$ cat config.mk
export PLATFORM = sky130hd
export DESIGN_NAME = ssm_y_dskip
export DESIGN_NICKNAME = d
export VERILOG_FILES = /design/src/rtl/ssm_y_dskip.sv
export SDC_FILE = /design/constraint.sdc
export NUM_CORES = 1
export LEC_CHECK = 0
export CORE_MARGIN = 1.5
export CORE_UTILIZATION = 55
export DETAILED_ROUTE_END_ITERATION = 12
export GPL_TIMING_DRIVEN = 0
export PLACE_DENSITY = 0.78
export SLEW_MARGIN = 5
export SYNTH_ARGS = -nofsm -noshare
export SYNTH_HDL_FRONTEND = slang
export SYNTH_SLANG_ARGS = --single-unit
$ cat constraint.sdc
create_clock -name clk -period 42 [get_ports clk]
set_input_delay 8.4 -clock clk [delete_from_list [all_inputs] [get_ports clk]]
set_output_delay 8.4 -clock clk [all_outputs]
set_load 0.1 [all_outputs]
$ cat src/rtl/ssm_y_dskip.sv
// SSM output skip path: y = sum_n(h*C) + D*x per (h,p) lane, FP16.
// D*x products wait in an order-preserving queue until the matching sum arrives.
module ssm_y_dskip #(
  parameter int DW       = 16,
  parameter int H_TILE   = 1,
  parameter int P_TILE   = 1,
  parameter int XQ_DEPTH = 8,
  parameter int MUL_LAT  = 2,
  parameter int ADD_LAT  = 2
) (
  input  logic                              clk,
  input  logic                              rstn,
  input  logic                              clr_i,
  input  logic                              x_valid_i,
  input  logic [H_TILE*P_TILE*DW-1:0]       x_i,
  input  logic [H_TILE*DW-1:0]              D_i,
  input  logic                              sum_valid_i,
  input  logic [H_TILE*P_TILE*DW-1:0]       sum_hp_i,
  output logic                              y_valid_o,
  output logic [H_TILE*P_TILE*DW-1:0]       y_o,
  output logic [$clog2(XQ_DEPTH):0]         xq_cnt_o,
  output logic                              err_ovf_o,
  output logic                              err_udf_o
);

  localparam int L  = H_TILE * P_TILE;
  localparam int W  = L * DW;
  localparam int AW = $clog2(XQ_DEPTH);
  localparam int CW = AW + 1;

  function automatic logic [15:0] rnd_pack(
    input logic s, input int e, input logic [9:0] m,
    input logic g, input logic st
  );
    logic [10:0] mr;
    int          ee;
    ee = e;
    mr = {1'b0, m} + {10'b0, g & (st | m[0])};
    if (mr[10]) ee = ee + 1;
    if (ee >= 31) return {s, 5'h1f, 10'h0};
    if (ee <= 0) return 16'h0000;
    return {s, ee[4:0], mr[9:0]};
  endfunction

  // Subnormal operands are treated as zero, matching the flush-to-zero results.
  function automatic logic [15:0] fmul(
    input logic [15:0] a, input logic [15:0] b
  );
    logic        s;
    logic [21:0] p;
    int          e;
    s = a[15] ^ b[15];
    if ((a[14:10] == 5'h1f && a[9:0] != 10'h0) ||
        (b[14:10] == 5'h1f && b[9:0] != 10'h0))
      return 16'h7E00;
    if ((a[14:10] == 5'h1f && b[14:10] == 5'h0) ||
        (b[14:10] == 5'h1f && a[14:10] == 5'h0))
      return 16'h7E00;
    if (a[14:10] == 5'h1f || b[14:10] == 5'h1f)
      return {s, 5'h1f, 10'h0};
    if (a[14:10] == 5'h0 || b[14:10] == 5'h0)
      return {s, 15'h0};
    p = 22'({1'b1, a[9:0]}) * 22'({1'b1, b[9:0]});
    e = int'(a[14:10]) + int'(b[14:10]) - 15;
    if (p[21]) e = e + 1;
    else p = p << 1;
    return rnd_pack(s, e, p[20:11], p[10], |p[9:0]);
  endfunction

  function automatic logic [15:0] fadd(
    input logic [15:0] a, input logic [15:0] b
  );
    logic [15:0] x, y;
    logic [25:0] am, bf, bm, r;
    logic [23:0] n;
    int          d, lead;
    if ((a[14:10] == 5'h1f && a[9:0] != 10'h0) ||
        (b[14:10] == 5'h1f && b[9:0] != 10'h0))
      return 16'h7E00;
    if (a[14:10] == 5'h1f && b[14:10] == 5'h1f)
      return (a[15] == b[15]) ? a : 16'h7E00;
    if (a[14:10] == 5'h1f) return a;
    if (b[14:10] == 5'h1f) return b;
    if (a[14:10] == 5'h0 && b[14:10] == 5'h0)
      return {a[15] & b[15], 15'h0};
    if (a[14:10] == 5'h0) return b;
    if (b[14:10] == 5'h0) return a;
    if (b[14:0] > a[14:0]) begin
      x = b; y = a;
    end else begin
      x = a; y = b;
    end
    d  = int'(x[14:10]) - int'(y[14:10]);
    am = {2'b01, x[9:0], 14'h0};
    bf = {2'b01, y[9:0], 14'h0};
    if (d > 25) begin
      bm = 26'h1;
    end else begin
      bm    = bf >> d;
      bm[0] = bm[0] | (|(bf & ((26'h1 << d) - 26'h1)));
    end
    r = (x[15] != y[15]) ? am - bm : am + bm;
    if (r == 26'h0) return 16'h0000;
    lead = 0;
    for (int i = 0; i < 26; i++)
      if (r[i]) lead = i;
    if (lead == 25) n = 24'(r >> 1) | 24'(r[0]);
    else n = 24'(r << (24 - lead));
    return rnd_pack(x[15], int'(x[14:10]) + lead - 24,
                    n[23:14], n[13], |n[12:0]);
  endfunction

  logic [W-1:0]       prod_c, dx_c, add_c;
  logic [W-1:0]       mul_d_q [MUL_LAT];
  logic [MUL_LAT-1:0] mul_v_q;
  logic [W-1:0]       add_d_q [ADD_LAT];
  logic [ADD_LAT-1:0] add_v_q;
  logic [W-1:0]       mem_q [XQ_DEPTH];
  logic [AW-1:0]      wp_q, wp_d, rp_q, rp_d;
  logic [CW-1:0]      cnt_q, cnt_d;
  logic               ovf_q, ovf_d, udf_q, udf_d;
  logic               push_v, empty, full, do_pop, do_push;

  always_comb begin
    prod_c = '0;
    for (int hp = 0; hp < L; hp++)
      prod_c[DW*hp +: DW] = fmul(D_i[DW*(hp/P_TILE) +: DW],
                                 x_i[DW*hp +: DW]);
  end

  assign push_v  = mul_v_q[MUL_LAT-1];
  assign empty   = (cnt_q == '0);
  assign full    = (cnt_q == CW'(XQ_DEPTH));
  assign do_pop  = sum_valid_i & ~empty;
  assign do_push = push_v & (~full | do_pop);

  always_comb begin
    wp_d  = wp_q;
    rp_d  = rp_q;
    cnt_d = cnt_q;
    ovf_d = ovf_q;
    udf_d = udf_q;
    if (clr_i) begin
      wp_d  = '0;
      rp_d  = '0;
      cnt_d = '0;
      ovf_d = 1'b0;
      udf_d = 1'b0;
    end else begin
      if (do_push) wp_d = wp_q + AW'(1);
      if (do_pop) rp_d = rp_q + AW'(1);
      cnt_d = cnt_q + CW'(do_push) - CW'(do_pop);
      if (push_v & full & ~do_pop) ovf_d = 1'b1;
      if (sum_valid_i & empty) udf_d = 1'b1;
    end
  end

  // An empty queue contributes +0, so y passes the sum through unchanged.
  assign dx_c = do_pop ? mem_q[rp_q] : '0;

  always_comb begin
    add_c = '0;
    for (int hp = 0; hp < L; hp++)
      add_c[DW*hp +: DW] = fadd(sum_hp_i[DW*hp +: DW], dx_c[DW*hp +: DW]);
  end

  always_ff @(posedge clk) begin
    if (do_push && !clr_i) mem_q[wp_q] <= mul_d_q[MUL_LAT-1];
  end

  always_ff @(posedge clk or negedge rstn) begin
    if (!rstn) begin
      wp_q  <= '0;
      rp_q  <= '0;
      cnt_q <= '0;
      ovf_q <= 1'b0;
      udf_q <= 1'b0;
    end else begin
      wp_q  <= wp_d;
      rp_q  <= rp_d;
      cnt_q <= cnt_d;
      ovf_q <= ovf_d;
      udf_q <= udf_d;
    end
  end

  always_ff @(posedge clk or negedge rstn) begin
    if (!rstn) begin
      mul_v_q <= '0;
      add_v_q <= '0;
    end else if (clr_i) begin
      mul_v_q <= '0;
      add_v_q <= '0;
    end else begin
      mul_v_q[0] <= x_valid_i;
      for (int i = 1; i < MUL_LAT; i++) mul_v_q[i] <= mul_v_q[i-1];
      add_v_q[0] <= sum_valid_i;
      for (int i = 1; i < ADD_LAT; i++) add_v_q[i] <= add_v_q[i-1];
    end
  end

  // Data stages load only behind a valid, so the last stage holds y between pulses.
  always_ff @(posedge clk or negedge rstn) begin
    if (!rstn) begin
      for (int i = 0; i < MUL_LAT; i++) mul_d_q[i] <= '0;
      for (int i = 0; i < ADD_LAT; i++) add_d_q[i] <= '0;
    end else begin
      if (x_valid_i) mul_d_q[0] <= prod_c;
      for (int i = 1; i < MUL_LAT; i++)
        if (mul_v_q[i-1]) mul_d_q[i] <= mul_d_q[i-1];
      if (sum_valid_i) add_d_q[0] <= add_c;
      for (int i = 1; i < ADD_LAT; i++)
        if (add_v_q[i-1]) add_d_q[i] <= add_d_q[i-1];
    end
  end

  assign y_valid_o = add_v_q[ADD_LAT-1];
  assign y_o       = add_d_q[ADD_LAT-1];
  assign xq_cnt_o  = cnt_q;
  assign err_ovf_o = ovf_q;
  assign err_udf_o = udf_q;

endmodule
==> flow_metrics.tcl, run 1 <==
set metrics [dict create \
    status "completed" \
    grt_max_degree 60 \
    fin_nets 2772 \
    place_ws_ns 16.02 \
    min_path_type "reg2reg" \
    min_period_over_period_pct 62.14 \
    cts_setup_buffers 0 \
    end_kind "flop" \
    viasPerCell 6.613 \
    drc 0 \
    place_area_um2 23370 \
    die_x_um 202.2 \
    ys_warn_count 0 \
    cts_max_level 1 \
    ant_nets 0 \
    setup_viol 0 \
    cpPeakStageDelay_ns 0.60 \
    io-pin-count 76 \
    drt_iter0_markers 2075 \
    critPathRequiredTime_ns 42.36 \
    rr_worst_depth 70 \
    multiInputGateArea_um2 14580 \
    maxCapViolations 0 \
    ctsResizeCount 0 \
    path_class "in2reg" \
    max_slew_margin_pct 14.86 \
    syn_nets 2668 \
    cp_max_fo 10 \
    hold_end "mul_d_q[25]$_DFFE_PN0P_" \
    synth_seq_cells 208 \
    final_area_um2 24100 \
    cts_tree "done" \
    core-area_um2 38920 \
    start_kind "input port" \
    syn_area_per_cell_um2 9.125 \
    wire_per_inst_um 24.04 \
    first_pass_iters 8 \
    place.gp.congestion 0.9626 \
    cts_buffer_depth 3 \
    grt_pass1_vias 19676 \
    seq_area_frac_synth_pct 26.79 \
    async_flop_share_pct 38.46 \
    synth-edff-count 128 \
    worstPathArrival_ns 26.46 \
    reg2reg_from "rp_q[0]$_DFFE_PN0P_" \
    insertion_delay_ns 0.51 \
    cts_made_buffers 21 \
    num_antenna_cells 0 \
    synth.area.top_cells "edfxtp_1 (18%), dfrtp_1 (9.2%), ha_1 (8.0%), fa_1 (7.8%), mux2i_1 (3.9%)" \
    hold_buffers 0 \
    hpwl_mm 57.13 \
    root_buffer "clkbuf_16" \
    cp_slowest_cell "nor2_1" \
    worstHoldPathCells 2 \
    hold_ws_ns 0.5003 \
    skew_ns 0.01379 \
    grt_overflow 0 \
    grt_pass1_wl_mm 112.8 \
    post-route-min-period_ns 26.10 \
    grt_usage_pct 35.26 \
    worst_pin_slew_ns 1.245 \
    layout-drive-gt1-share_pct 10.80 \
    yosys-top-cells-count "nand2_1 (226), inv_1 (175), nor2_1 (145), ha_1 (139), edfxtp_1 (128)" \
    rsz0062_at_grt "false" \
    hp-start "mul_d_q[25]$_DFFE_PN0P_" \
    area_growth_pct 10.48 \
    synth_top_area_share_pct 17.62 \
    io_buffers 72 \
    finalSetupTns_ns 0 \
    layout_setup_ws_ns 15.90 \
    clkTransAtPathRegs_ns 0.07 \
    clock-sinks 208 \
    grt_antenna_before_repair 0 \
    synth_most_common_cell "nand2_1" \
    row_count 72 \
    dieArea_um2 40870 \
    netlist_area_um2 21820 \
    fillCellCount 3345 \
    die_h_um 202.2 \
    num_vias 20017 \
    drv_slew 0 \
    yosys.area.top_type "edfxtp_1" \
    synth_top_flop_cell "edfxtp_1" \
    start_util_pct 56.06 \
    drt_wl_total_mm 72.76 \
    seq_area_um2 5846 \
    reg2reg_slack_ns 23.69 \
    fmax_ghz 0.03832 \
    netlist_instances 2391 \
    worstReg2RegEnd "add_d_q[31]$_DFFE_PN0P_" \
    synthDistinctLibCells 114 \
    hold_violations 0 \
]
cells by family after synthesis:
kind of cell               count (synthesis)  synth area share (%)
xor gates and xnor gates                  91                 3.825
buffers and inverters                    324                 6.509
adders and majority gates                224                 15.77
DFF                                      208                 26.79
AOI/OAI and AO/OA                        596                 19.65
muxes                                    164                 9.159
and+or+nand+nor                          784                 18.29
layer usage:
layer | wire length [µm] | global-route usage, % | part of all wire (%)
met5 | 34 | 0.5952 | 0.047
met2 | 34080 | 58.58 | 47
met3 | 6559 | 5.047 | 9.0
met1 | 29410 | 47.31 | 40
met4 | 2679 | 11.88 | 3.7
worst max-delay path: cells and delay by family:
family / cells / cell delay (ns)
adder cells (fa/ha/maj): 7 / 1.84
multiplexers: 4 / 1.34
AO/OA/AOI/OAI: 28 / 6.51
AND/OR/NAND/NOR: 15 / 3.73
buffers and inverters: 17 / 4.56
worst max path at each step:
stage	cells past startpoint	slack, ns	startpoint	end
2_1_floorplan	66	20.52	sum_valid_i	add_d_q[21]$_DFFE_PN0P_
3_3_place_gp	68	15.94	sum_valid_i	add_d_q[31]$_DFFE_PN0P_
3_5_place_dp	70	16.02	sum_valid_i	add_d_q[31]$_DFFE_PN0P_
4_1_cts	70	16.52	sum_valid_i	add_d_q[31]$_DFFE_PN0P_
5_1_grt	70	14.96	sum_valid_i	add_d_q[31]$_DFFE_PN0P_
6_report	71	15.90	sum_valid_i	add_d_q[31]$_DFFE_PN0P_
stage by stage:
| step | instances | utilization, % |
|---|---|---|
| 2_1_floorplan | 2391 | - |
| 3_5_place_dp | 2990 | 60.06 |
| 5_1_grt | 3027 | 61.93 |
| 6_report | 3027 | 61.93 |
| 3_3_place_gp | 2981 | 59.58 |
| 4_1_cts | 3027 | 61.91 |
flip-flops by register name, summed over array words and instances, names as in the netlist, 2 cells and up:
register	cells
xq_cnt_o	4
mul_v_q	2
add_d_q	16
wp_q	3
y_o	16
mul_d_q	32
rp_q	3
mem_q	128
add_v_q	2
area by class of cell:
cell class                      instances  share of cell area, %
Multi-Input combinational cell       1859                  60.51
Buffer                                147                  3.125
Inverter                              177                  2.767
Clock buffer                           29                  2.653
Tap cell                              518                  2.689
Sequential cell                       208                  24.25
Clock inverter                          8                 0.3426
Timing Repair Buffer                   81                  3.665
layout by cell type, fill, tap and decap left out, types with 21 or more instances in the layout:
cell type,instances
dfrtp_1,80
xnor2_1,61
a21oi_1,112
mux4_2,22
a21o_1,31
nor3_1,44
nor4_1,27
o21ai_0,105
o22ai_1,21
inv_1,175
a22oi_1,24
ha_1,139
clkdlybuf4s50_1,71
nand2_1,226
and3_1,25
clkbuf_16,24
nand4_1,30
nand3_1,64
and2_1,91
fa_1,85
xor2_1,25
a31oi_1,26
edfxtp_1,128
buf_4,29
clkbuf_1,77
nor2_1,139
mux2_2,55
nand2b_1,29
mux2i_1,86
o21bai_1,23
buf_2,29
Power of run 1 is left out: the tool's default activity adds up to more than one toggle a clock period on the data nets, which glitch-free logic cannot reach.
==> inputs of run 2 (changes only) <==
PLACE_DENSITY = 0.81   (was 0.78)
clock period = 22.5 ns   (was 42 ns; I/O delays follow)
==> run 2 against run 1 <==
- final area shrank 0.32%
- worst hold slack lost 0.0075 ns
- final cell count is essentially flat
- critical path depth shrank 1
- global-route usage shrank 2.0 points
- first-iteration DRC count grew 15%
- non-clock buffer count grew 2
- via count grew 0.15%
- setup slack lost 15 ns
- routed wire length shrank 5.2%
- critical endpoint unchanged
- highest routed layer unchanged
==> flow_metrics.tcl, run 2 (synthesized netlist as in run 1, its figures left out) <==
set metrics [dict create \
    reg2reg_from "rp_q[0]$_DFFE_PN0P_" \
    num_vias 20047 \
    fillCellCount 3266 \
    mostFrequentLayoutCells "nand2_1 (226), inv_1 (175), ha_1 (139), nor2_1 (138), edfxtp_1 (128)" \
    max_slew_margin_pct 7.080 \
    drt_wl_total_mm 68.96 \
    hold_violations 0 \
    hp-start "mul_d_q[25]$_DFFE_PN0P_" \
    reg2reg_slack_ns 4.98 \
    root_buffer "clkbuf_16" \
    dieArea_um2 40870 \
    grt_overflow 0 \
    rr_worst_depth 69 \
    ant_nets 0 \
    layout-drive-gt1-share_pct 10.76 \
    maxCapViolations 0 \
    layout_setup_ws_ns 1.115 \
    rsz0062_at_grt "false" \
    worstReg2RegEnd "add_d_q[31]$_DFFE_PN0P_" \
    worstHoldPathCells 2 \
    grt_usage_pct 33.27 \
    cts_tree "done" \
    insertion_delay_ns 0.52 \
    hpwl_mm 53.86 \
    hold_ws_ns 0.4928 \
    hold_buffers 0 \
    clock-sinks 208 \
    drc 0 \
    hold_end "mul_d_q[25]$_DFFE_PN0P_" \
    io-pin-count 76 \
    viasPerCell 6.618 \
    mostFrequentLayoutCell "nand2_1" \
    wl_met2_mm 30.99 \
    grt_max_degree 64 \
    place_inst 2992 \
    wire_per_inst_um 22.77 \
    core-area_um2 38920 \
    setup_viol 0 \
    seq_area_um2 5846 \
    row_count 72 \
    path_class "in2reg" \
    cts_max_level 1 \
    cts_setup_buffers 0 \
    route.met3.wl_mm 7.256 \
    wl_met1_mm 27.29 \
    post-route-min-period_ns 21.39 \
    worstPathArrival_ns 21.74 \
    worst_pin_slew_ns 1.372 \
    drv_slew 0 \
    instances_no_fill 3029 \
    first_pass_iters 8 \
    io_buffers 72 \
    cp_max_fo 10 \
    clkTransAtPathRegs_ns 0.06 \
    largest_register_ffs 128 \
    topRoutingLayerUsed "met5" \
    die_x_um 202.2 \
    cpPeakStageDelay_ns 0.59 \
    min_path_type "reg2reg" \
    status "completed" \
    cts_made_buffers 20 \
    max_flop_register "mem_q" \
    cp_slowest_cell "mux4_2" \
    area_growth_pct 10.13 \
    finalSetupTns_ns 0 \
    start_util_pct 56.06 \
    end_kind "flop" \
    fin_nets 2773 \
    place.gp.congestion 1.014 \
    start_kind "input port" \
    cts_buffer_depth 3 \
    grt_pass1_vias 19851 \
    die_h_um 202.2 \
    grt_pass1_wl_mm 107.9 \
    skew_ns 0.03130 \
    drt_iter0_markers 2393 \
    grt_antenna_before_repair 3 \
    top_regs "mem_q x128, mul_d_q x32" \
    fmax_ghz 0.04676 \
    multiInputGateArea_um2 14580 \
    critPathRequiredTime_ns 22.85 \
    min_period_over_period_pct 95.05 \
    place_ws_ns 0.9156 \
]
-- run 2: worst max path at each step --
stage / from / end / slack, ns / depth (start not counted)
4_1_cts: sum_valid_i / add_d_q[31]$_DFFE_PN0P_ / 1.39 / 70
3_3_place_gp: sum_valid_i / add_d_q[31]$_DFFE_PN0P_ / 1.02 / 68
2_1_floorplan: sum_valid_i / add_d_q[21]$_DFFE_PN0P_ / 4.92 / 66
6_report: sum_valid_i / add_d_q[31]$_DFFE_PN0P_ / 1.11 / 70
5_1_grt: sum_valid_i / add_d_q[31]$_DFFE_PN0P_ / 0.13 / 70
3_5_place_dp: sum_valid_i / add_d_q[31]$_DFFE_PN0P_ / 0.92 / 68
-- run 2: critical path, delay by kind of cell --
family	cells	cell delay, ns
buf+inv	17	4.32
simple gates	13	3.17
fa+ha+maj	7	1.77
compound gates	28	5.98
mux	5	1.93
-- run 2: routing by layer --
metal  GRT usage (%)  up-vias
met5               0        -
met3           6.933      223
met2           52.84     1149
li1                -     8964
met4           14.97        4
met1           43.85     9707
-- run 2: area by class of cell --
| cell class | count | share of cell area [%] |
|---|---|---|
| Inverter | 177 | 2.776 |
| Antenna cell | 1 | 0.01042 |
| Tap cell | 518 | 2.697 |
| Multi-Input combinational cell | 1859 | 60.68 |
| Clock buffer | 25 | 2.203 |
| Clock inverter | 11 | 0.5208 |
| Sequential cell | 208 | 24.33 |
| Buffer | 147 | 3.135 |
| Timing Repair Buffer | 83 | 3.650 |
-- run 2: stage by stage --
step | utilization, % | cell area, µm²
3_3_place_gp | 59.58 | 23190
4_1_cts | 61.73 | 24020
6_report | 61.74 | 24030
5_1_grt | 61.74 | 24030
2_1_floorplan | - | 21820
3_5_place_dp | 60.04 | 23370
-- run 2: what timing repair did --
item / in CTS / in global routing
gates resized for setup: 0 / 1
setup endpoints to repair: 0 / 4
endpoints found under the hold margin: 0 / 0
Power of run 2 is left out for the same reason.
